File: config.mk
export PLATFORM = sky130hd
export DESIGN_NAME = counter_sequencer
export DESIGN_NICKNAME = d
export VERILOG_FILES = /design/src/rtl/counter_sequencer.sv
export SDC_FILE = /design/constraint.sdc
export NUM_CORES = 1
export LEC_CHECK = 0
export ABC_AREA = 1
export BUFFER_PORTS_ARGS = -buffer_cell sky130_fd_sc_hd__buf_2
export CORE_UTILIZATION = 35
export CTS_BUF_LIST = sky130_fd_sc_hd__clkbuf_4 sky130_fd_sc_hd__clkbuf_8
export DETAILED_ROUTE_END_ITERATION = 12
export SKIP_CTS_REPAIR_TIMING = 1
export SYNTH_ARGS = -nofsm -noshare
export SYNTH_HDL_FRONTEND = slang
export SYNTH_SLANG_ARGS = --single-unit
export TNS_END_PERCENT = 10
File: constraint.sdc
create_clock -name clock_in -period 1.6 [get_ports clock_in]
set_clock_uncertainty 0.15 [all_clocks]
set_input_delay 0.32 -clock clock_in [delete_from_list [all_inputs] [get_ports clock_in]]
set_output_delay 0.32 -clock clock_in [all_outputs]
set_load 0.05 [all_outputs]
File: src/rtl/counter_sequencer.sv
// ----------------------------------------------------------------------------
// counter_sequencer
//
// Control sequencer for the 10-bit display counter. It conditions three raw
// board pushbuttons (2-FF synchronizer, debounce, press-edge detection) and
// drives the counter's active-low preload and direction controls. In BOUNCE
// mode the counter's own value is fed back so the direction flips at the end
// values (all ones while counting up, zero while counting down).
//
// Ports
//   clock_in         in   1      system clock
//   reset_n          in   1      asynchronous, active-low reset
//   key_preload_n    in   1      raw button, low = pressed: load SW value
//   key_reverse_n    in   1      raw button, low = pressed: toggle direction
//   key_mode_n       in   1      raw button, low = pressed: toggle MANUAL/BOUNCE
//   counter_value    in   CNT_W  visible counter value (feedback)
//   preload_combine  out  1      active-low preload strobe (one cycle)
//   reverse_combine  out  1      active-low direction: 0 = down, 1 = up
//   bounce_mode      out  1      1 = BOUNCE mode active
//   seq_state        out  2      FSM state: 0 UP, 1 DOWN, 2 PRELOAD
//
// Parameters
//   DEBOUNCE_CYCLES  cycles a synced key must hold a new level before it is
//                    accepted (must be >= 2)
//   CNT_W            width of the counter feedback
// ----------------------------------------------------------------------------
module counter_sequencer #(
  parameter int DEBOUNCE_CYCLES = 500000,
  parameter int CNT_W           = 10
) (
  input  logic             clock_in,
  input  logic             reset_n,
  input  logic             key_preload_n,
  input  logic             key_reverse_n,
  input  logic             key_mode_n,
  input  logic [CNT_W-1:0] counter_value,
  output logic             preload_combine,
  output logic             reverse_combine,
  output logic             bounce_mode,
  output logic [1:0]       seq_state
);

  // Debounce counter only has to reach DEBOUNCE_CYCLES-1.
  localparam int             DCW      = $clog2(DEBOUNCE_CYCLES);
  localparam logic [DCW-1:0] DEB_LAST = DCW'(DEBOUNCE_CYCLES - 1);
  localparam logic [DCW-1:0] DEB_ZERO = DCW'(0);
  localparam logic [DCW-1:0] DEB_ONE  = DCW'(1);

  // Key slot order inside the 3-bit key vectors.
  localparam int K_PRELOAD = 0;
  localparam int K_REVERSE = 1;
  localparam int K_MODE    = 2;

  typedef enum logic [1:0] {
    ST_UP      = 2'd0,
    ST_DOWN    = 2'd1,
    ST_PRELOAD = 2'd2
  } seq_state_t;

  // Input conditioning
  logic [2:0]     raw_keys_s;
  logic [2:0]     sync1_r;
  logic [2:0]     sync2_r;
  logic [2:0]     deb_r;        // accepted (debounced) level, 1 = released
  logic [2:0]     deb_d_r;      // accepted level one cycle ago
  logic [2:0]     press_evt_r;  // one-cycle pulse per accepted press
  logic [DCW-1:0] deb_cnt_r [0:2];

  // Sequencer
  seq_state_t state_r;
  seq_state_t state_nx_s;
  logic       preload_combine_r;
  logic       reverse_combine_r;
  logic       bounce_mode_r;
  logic       preload_nx_s;
  logic       reverse_nx_s;
  logic       bounce_nx_s;
  logic       preload_evt_s;
  logic       reverse_evt_s;
  logic       mode_evt_s;
  logic       at_top_s;
  logic       at_bottom_s;

  assign raw_keys_s = {key_mode_n, key_reverse_n, key_preload_n};

  // Two-stage synchronizer for the asynchronous button inputs.
  always_ff @(posedge clock_in or negedge reset_n) begin
    if (!reset_n) begin
      sync1_r <= 3'b111;
      sync2_r <= 3'b111;
    end else begin
      sync1_r <= raw_keys_s;
      sync2_r <= sync1_r;
    end
  end

  // Debounce: a synced level that differs from the accepted level must persist
  // for DEBOUNCE_CYCLES consecutive cycles; any return to the accepted level
  // restarts the count, so short glitches never get through.
  always_ff @(posedge clock_in or negedge reset_n) begin
    if (!reset_n) begin
      deb_r <= 3'b111;
      for (int i = 0; i < 3; i++) begin
        deb_cnt_r[i] <= DEB_ZERO;
      end
    end else begin
      for (int i = 0; i < 3; i++) begin
        if (sync2_r[i] == deb_r[i]) begin
          deb_cnt_r[i] <= DEB_ZERO;
        end else if (deb_cnt_r[i] == DEB_LAST) begin
          deb_r[i]     <= sync2_r[i];
          deb_cnt_r[i] <= DEB_ZERO;
        end else begin
          deb_cnt_r[i] <= deb_cnt_r[i] + DEB_ONE;
        end
      end
    end
  end

  // Press detection: registered pulse on an accepted 1->0 transition only.
  // Release edges and long holds produce nothing further.
  always_ff @(posedge clock_in or negedge reset_n) begin
    if (!reset_n) begin
      deb_d_r     <= 3'b111;
      press_evt_r <= 3'b000;
    end else begin
      deb_d_r     <= deb_r;
      press_evt_r <= deb_d_r & ~deb_r;
    end
  end

  assign preload_evt_s = press_evt_r[K_PRELOAD];
  assign reverse_evt_s = press_evt_r[K_REVERSE];
  assign mode_evt_s    = press_evt_r[K_MODE];

  // End-value detection uses only the visible CNT_W bits of the counter.
  assign at_top_s    = (counter_value == {CNT_W{1'b1}});
  assign at_bottom_s = (counter_value == {CNT_W{1'b0}});

  // Next-state and next-output logic. The counter keeps showing the end value
  // for a while after a bounce flip, but the opposite direction checks the
  // other end, so a flip cannot immediately undo itself.
  always_comb begin
    state_nx_s   = state_r;
    preload_nx_s = 1'b1;
    reverse_nx_s = reverse_combine_r;
    // Mode toggles in every state, including PRELOAD, independently of the
    // preload/reverse arbitration.
    bounce_nx_s  = bounce_mode_r ^ mode_evt_s;

    case (state_r)
      ST_UP: begin
        if (preload_evt_s) begin
          state_nx_s = ST_PRELOAD;
        end else if (reverse_evt_s) begin
          state_nx_s = ST_DOWN;
        end else if (bounce_mode_r && at_top_s) begin
          state_nx_s = ST_DOWN;
        end else begin
          state_nx_s = ST_UP;
        end
      end
      ST_DOWN: begin
        if (preload_evt_s) begin
          state_nx_s = ST_PRELOAD;
        end else if (reverse_evt_s) begin
          state_nx_s = ST_UP;
        end else if (bounce_mode_r && at_bottom_s) begin
          state_nx_s = ST_UP;
        end else begin
          state_nx_s = ST_DOWN;
        end
      end
      ST_PRELOAD: begin
        // One-cycle visit; preload/reverse pulses seen here are discarded.
        // The held direction output remembers where to return.
        if (reverse_combine_r) begin
          state_nx_s = ST_UP;
        end else begin
          state_nx_s = ST_DOWN;
        end
      end
      default: begin
        state_nx_s = ST_UP;
      end
    endcase

    // Outputs are decoded from the state being entered so they are registered
    // alongside it.
    case (state_nx_s)
      ST_UP: begin
        reverse_nx_s = 1'b1;
      end
      ST_DOWN: begin
        reverse_nx_s = 1'b0;
      end
      ST_PRELOAD: begin
        preload_nx_s = 1'b0;
      end
      default: begin
        reverse_nx_s = 1'b1;
      end
    endcase
  end

  // State and output registers.
  always_ff @(posedge clock_in or negedge reset_n) begin
    if (!reset_n) begin
      state_r           <= ST_UP;
      preload_combine_r <= 1'b1;
      reverse_combine_r <= 1'b1;
      bounce_mode_r     <= 1'b0;
    end else begin
      state_r           <= state_nx_s;
      preload_combine_r <= preload_nx_s;
      reverse_combine_r <= reverse_nx_s;
      bounce_mode_r     <= bounce_nx_s;
    end
  end

  assign preload_combine = preload_combine_r;
  assign reverse_combine = reverse_combine_r;
  assign bounce_mode     = bounce_mode_r;
  assign seq_state       = state_r;

endmodule
==> run_results.csv, run 1 <==
group,metric,value,unit
outcome,outcome,"complete, no violations",
synth,async_reset_ff_frac,1.000,
worst_setup_path,critPathKind,"reg -> out",
clock_tree,cts_buffer_depth,2,
floorplanning,die_h,110.5,um
worst_setup_path,cp-start-kind,"flip-flop",
timing,setup_viol,0,
place,place.gp.congestion,0.8783,
global_route,overflow,0,
final_layout,fillers,1142,
timing,hold_viol_final,0,
global_route,grt_pass1_wl,15460,um
global_route,grt_pass1_vias,3360,
drt,num_vias,3454,
drt,wire_per_inst,12.14,um
place,dp.cells,714,
floorplanning,core_region_area,11470,sq um
worst_setup_path,crit_chain,"clkbuf_4",
final_layout,regArea,1953,sq um
floorplanning,die_area,12210,sq um
timing,worst_pin_slew,0.4153,ns
worst_setup_path,critPathCaptureType,"primary output",
drt,routed_wl,8911,um
final_layout,final_util,0.4240,
floorplanning,start_util,0.3593,
synth,synth-seq-cells,77,
power,pwr-share-clk,0.424,
final_layout,n_antenna_cell,0,
power,p_per_area,781.0,nW/um^2
power,power_switching,850.8,uW
place,io_buffers,19,
drt,drtAntennaViolNets,0,
clock_tree,cts_buffers,9,
global_route,track_usage,0.1575,
floorplanning,die_w,110.5,um
synth,synth_nets,553,
worst_setup_path,cpMaxStageDelayCell,"dfstp_2",
worst_setup_path,cp_data_arrival_time,1.09,ns
timing,fmax,640.3,MHz
worst_setup_path,crit_family,"flip-flops",
hold_path,hold_class,"in -> reg",
synth,synth_cell_types,31,
final_layout,drive_above_1_share,0.2047,
power,ir_drop,0.0005282,V
synth,synth_top_cell_by_area,"dfrtp_1",
place,dp.final_hpwl,6862,um
final_layout,nets,604,
timing,layout_min_cycle_time,1.562,ns
floorplanning,ios,20,
synth,syn-instance-count,535,
clock_tree,clock_latency,0.36,ns
worst_setup_path,required,1.13,ns
drt,drt_pass1_iterations,5,
drt,drtIter0Drc,235,
job,max_cap_violations,0,
synth,synth_flop_cell,"dfrtp_1",
drt,via_per_inst,4.706,
synth,synthesis.area,4120,sq um
synth,synth.avg_cell_area,7.701,sq um
synth,synth_edf_count,0,
synth,yosys_warnings,0,
drt,drc_errors,0,
synth,yosysMostFrequentCell,"nor2_1",
global_route,grt_max_degree,29,
synth,synth_seq_area_share,0.4719,
final_layout,fin_cells,734,
timing,layout_setup_ws,0.03812,ns
synth,yosysTopAreaCellShare,0.3826,
place,dpl_cell_area,4544,sq um
clock_tree,clockRootBuffer,"clkbuf_8",
clock_tree,cts.sinks,77,
final_layout,multi_input_area,2022,sq um
final_layout,fin_area,4862,sq um
place,place_ws,0.05229,ns
worst_setup_path,critPathMaxStageDelay,0.52,ns
synth,synthTopCellsByCount,"143 x nor2_1, 112 x nand2_1, 63 x dfrtp_1",
power,swShare,0.2241,
worst_setup_path,worst-path-max-fanout,1,
timing,slew_headroom,0.7228,
power,p_comb_frac,0.050,
synth,synth.area.top_cells,"dfrtp_1 38%, nor2_1 13%, nand2_1 10%",
power,internal-power,2946,uW
clock_tree,clkTransAtPathRegs,0.08,ns
timing,rsz0062_at_grt,"yes",
timing,drv_slew,0,
floorplanning,rows,39,
clock_tree,cts_tree,"built",
clock_tree,htreeDepth,3,
global_route,antenna_found_initial,0,
power,p_leak,0.001909,uW
worst_setup_path,crit_buf_inv,1,
worst_setup_path,reg2reg_slack,0.08,ns
final_layout,synthToLayoutAreaGrowth,18.01,%
timing,finalCritPeriodShare,0.9762,
power,power_frac_seq,0.525,
==> area by class of cell <==
type                            instances  area share
Clock buffer                           10     0.02702
Clock inverter                          6     0.01801
Inverter                               49     0.03783
Multi-Input combinational cell        406      0.4159
Sequential cell                        77      0.4017
Tap cell                              143     0.03680
Timing Repair Buffer                   43     0.06279
==> sequential cells by signal, summed over array words and instances, names as in the netlist <==
name,cells
deb_cnt_r,57
deb_d_r,3
deb_r,3
press_evt_r,3
sync1_r,3
sync2_r,3
seq_state,2
bounce_mode,1
preload_combine,1
reverse_combine,1
==> metrics by stage <==
stage / power, uW / setup TNS, ns / hold slack [ns]
after floorplan: 2104 / 0 / -0.1256
after detailed placement: 2219 / 0 / 0.1355
final: 3797 / 0 / 0.1964
after global placement: 2216 / 0 / 0.1355
after CTS: 3855 / -0.06711 / -0.2668
after global routing: 3964 / -0.07446 / 0.2124
==> worst register-to-register path, stage by stage (launching register included) <==
cell and delay [ns]:
dfrtp_1 0.39, ha_2 0.21, inv_2 0.08, nor2_4 0.05
nand2_1 0.08, nor2_1 0.05, or2_2 0.27, nand3_1 0.07
nor2_1 0.04
==> metal layers <==
layer	vias to the layer above	global-route usage	wire, um	share of wire
met4	0	0.06133	137	0.015
met5	-	0	0	0
met1	1605	0.2020	4324	0.49
met2	53	0.2592	4158	0.47
li1	1785	-	-	-
met3	11	0.03348	291	0.033
==> placed cells by master, fill, tap and decap left out, types with 3 or more instances in the layout <==
cell / count
nor2_1: 140
nand2_1: 110
dfrtp_1: 56
inv_1: 44
nand3_1: 32
xor2_1: 25
buf_4: 21
buf_2: 16
nor2_2: 15
nand4_1: 14
dfstp_2: 14
nor3_1: 11
a21oi_1: 9
clkbuf_8: 9
nand2_2: 8
dfrtp_2: 7
nand3b_1: 5
nor2_4: 5
o21ai_0: 5
inv_2: 4
dlygate4sd3_1: 4
nand3_2: 3
or2_2: 3
xnor2_1: 3
o21ai_1: 3
==> cells by family after synthesis <==
logic type,synth area share
simple gates,0.3835
fa+ha+maj,0.009111
buf+inv,0.04828
compound gates,0.02763
xor+xnor,0.05952
flops,0.4719
==> path summary, 6_finish.rpt <==
kind	start	end	cells past startpoint
worst max-delay path	preload_combine$_DFF_PN1_	preload_combine	1
worst min-delay path	counter_value[8]	seq_state[0]$_DFF_PN0_	5
worst max register to register	deb_cnt_r[1]$_DFF_PN0_	deb_cnt_r[16]$_DFF_PN0_	8
worst min register to register	sync1_r[2]$_DFF_PN1_	sync2_r[2]$_DFF_PN1_	0
max in group asynchronous	reset_n	sync1_r[2]$_DFF_PN1_	3
min in group asynchronous	reset_n	deb_cnt_r[24]$_DFF_PN0_	2
==> power groups by stage <==
stage	sequential [uW]	combinational, uW	clock [uW]
CTS	1990	188	1670
detailed placement	2030	187	0
global route	2000	224	1740
finish	1990	192	1610
floorplan	2030	72.0	0
global placement	2030	186	0
(Power assumes the default switching activity.)
==> run 2, diff against run 1 <==
BUFFER_PORTS_ARGS = -buffer_cell sky130_fd_sc_hd__buf_4   (was -buffer_cell sky130_fd_sc_hd__buf_2)
==> run_results.csv, run 2 (synthesis results as in run 1) <==
group,metric,value,unit
outcome,outcome,"complete, no violations",
drt,via_per_inst,4.756,
worst_setup_path,critPathMaxStageDelay,0.53,ns
place,dp.final_hpwl,6763,um
global_route,grt_pass1_vias,3421,
timing,fmax,647.5,MHz
hold_path,hold_class,"in -> reg",
final_layout,drive_above_1_share,0.2095,
power,ir_drop,0.0005635,V
timing,hold_viol_final,0,
timing,rsz0062_at_grt,"yes",
drt,drc_errors,0,
job,max_cap_violations,0,
clock_tree,cts_buffer_depth,2,
final_layout,n_antenna_cell,0,
drt,num_vias,3496,
clock_tree,cts_buffers,9,
place,io_buffers,19,
clock_tree,htreeDepth,3,
final_layout,fin_cells,735,
clock_tree,clockRootBuffer,"clkbuf_8",
clock_tree,clkTransAtPathRegs,0.08,ns
timing,setup_viol,0,
floorplanning,start_util,0.3593,
drt,routed_wl,9055,um
final_layout,regArea,1947,sq um
global_route,antenna_found_initial,0,
final_layout,layout_common_cells,"139 x nor2_1, 110 x nand2_1, 61 x dfrtp_1",
timing,worst_pin_slew,0.2765,ns
place,dp.cells,712,
floorplanning,die_area,12210,sq um
floorplanning,die_h,110.5,um
power,p_leak,0.001940,uW
final_layout,final_util,0.4324,
worst_setup_path,required,1.13,ns
timing,drv_slew,0,
floorplanning,rows,39,
power,p_per_area,784.1,nW/um^2
global_route,overflow,0,
worst_setup_path,cpMaxStageDelayCell,"dfstp_2",
final_layout,regMostFlops,"deb_cnt_r",
worst_setup_path,critPathKind,"reg -> out",
drt,drt_pass1_iterations,5,
timing,finalCritPeriodShare,0.9652,
clock_tree,cts.sinks,77,
final_layout,fillers,1117,
final_layout,fin_area,4959,sq um
place,dpl_cell_area,4599,sq um
global_route,grt_max_degree,36,
timing,slew_headroom,0.8154,
global_route,track_usage,0.1605,
power,finalPower,3888,uW
place,place.gp.congestion,0.8873,
worst_setup_path,crit_buf_inv,1,
drt,wire_per_inst,12.32,um
final_layout,synthToLayoutAreaGrowth,20.35,%
global_route,grt_pass1_wl,15770,um
clock_tree,cts_tree,"built",
final_layout,final_common_cell,"nor2_1",
final_layout,multi_input_area,2042,sq um
final_layout,largest_reg_flops,57,
worst_setup_path,cp_data_arrival_time,1.07,ns
floorplanning,ios,20,
worst_setup_path,crit_family,"flip-flops",
worst_setup_path,critPathCaptureType,"primary output",
drt,drtIter0Drc,217,
worst_setup_path,cp-start-kind,"flip-flop",
timing,tns,0,ns
worst_setup_path,worst-path-max-fanout,1,
drt,drtAntennaViolNets,0,
floorplanning,die_w,110.5,um
final_layout,nets,605,
timing,layout_min_cycle_time,1.544,ns
floorplanning,core_region_area,11470,sq um
clock_tree,clock_latency,0.37,ns
worst_setup_path,crit_chain,"buf_4",
[run 2: changes by cell type in the layout (fill, tap and decap cells not counted), moves of 2 or more]
cell / before / now
clkinv_2: 2 / 0
buf_2: 16 / 0
dfrtp_2: 7 / 2
nand3_1: 32 / 29
inv_2: 4 / 6
buf_12: 1 / 3
buf_4: 21 / 36
inv_6: 0 / 2
nand3_2: 3 / 6
nor2_4: 5 / 3
dfrtp_1: 56 / 61
inv_1: 44 / 42
nor2_2: 15 / 18
[run 2: per-stage QoR]
stage	setup slack, ns	hold slack, ns
finish	0.05565	0.1775
detailed placement	0.05693	0.07651
CTS	-0.0004587	-0.3425
global route	-0.04492	0.1831
global placement	0.08271	0.07097
floorplan	0.01683	-0.1256
[run 2: per-layer routing]
layer | part of all wire | up-vias | global-route usage
li1 | - | 1792 | -
met1 | 0.47 | 1645 | 0.2007
met2 | 0.49 | 49 | 0.2625
met3 | 0.027 | 10 | 0.03568
met4 | 0.016 | 0 | 0.07644
met5 | 0 | - | 0
[run 2: worst min-delay path, stage by stage]
cell,delay (ns)
buf_4,0.08
nor3_1,0.04
nand2_1,0.05
nand4_1,0.07
nand3_1,0.09
[run 2: power by group]
part,switching [uW],internal (uW)
Combinational,120,93.2
Clock,769,909
Sequential,18.5,1980
Total,908,2980
[run 2: layout make-up]
type                       instances  share of cell area
clock inverter                     6             0.01893
inverter                          49             0.03709
multi-input combinational        406              0.4118
clock buffer                      10             0.02650
tap                              143             0.03608
timing repair buffer              44             0.07696
sequential                        77              0.3926
[run 2: path summary, 6_finish.rpt]
| check | endpoint | slack [ns] | cells past startpoint | from |
|---|---|---|---|---|
| worst min-delay path | seq_state[0]$_DFF_PN0_ | 0.18 | 5 | counter_value[8] |
| worst min register to register | sync2_r[2]$_DFF_PN1_ | 0.21 | 0 | sync1_r[2]$_DFF_PN1_ |
| min in group asynchronous | deb_cnt_r[35]$_DFF_PN0_ | 0.22 | 2 | reset_n |
| max in group asynchronous | sync1_r[0]$_DFF_PN1_ | 0.54 | 3 | reset_n |
| worst max register to register | deb_cnt_r[16]$_DFF_PN0_ | 0.10 | 8 | deb_cnt_r[0]$_DFF_PN0_ |
| worst max-delay path | preload_combine | 0.06 | 1 | preload_combine$_DFF_PN1_ |
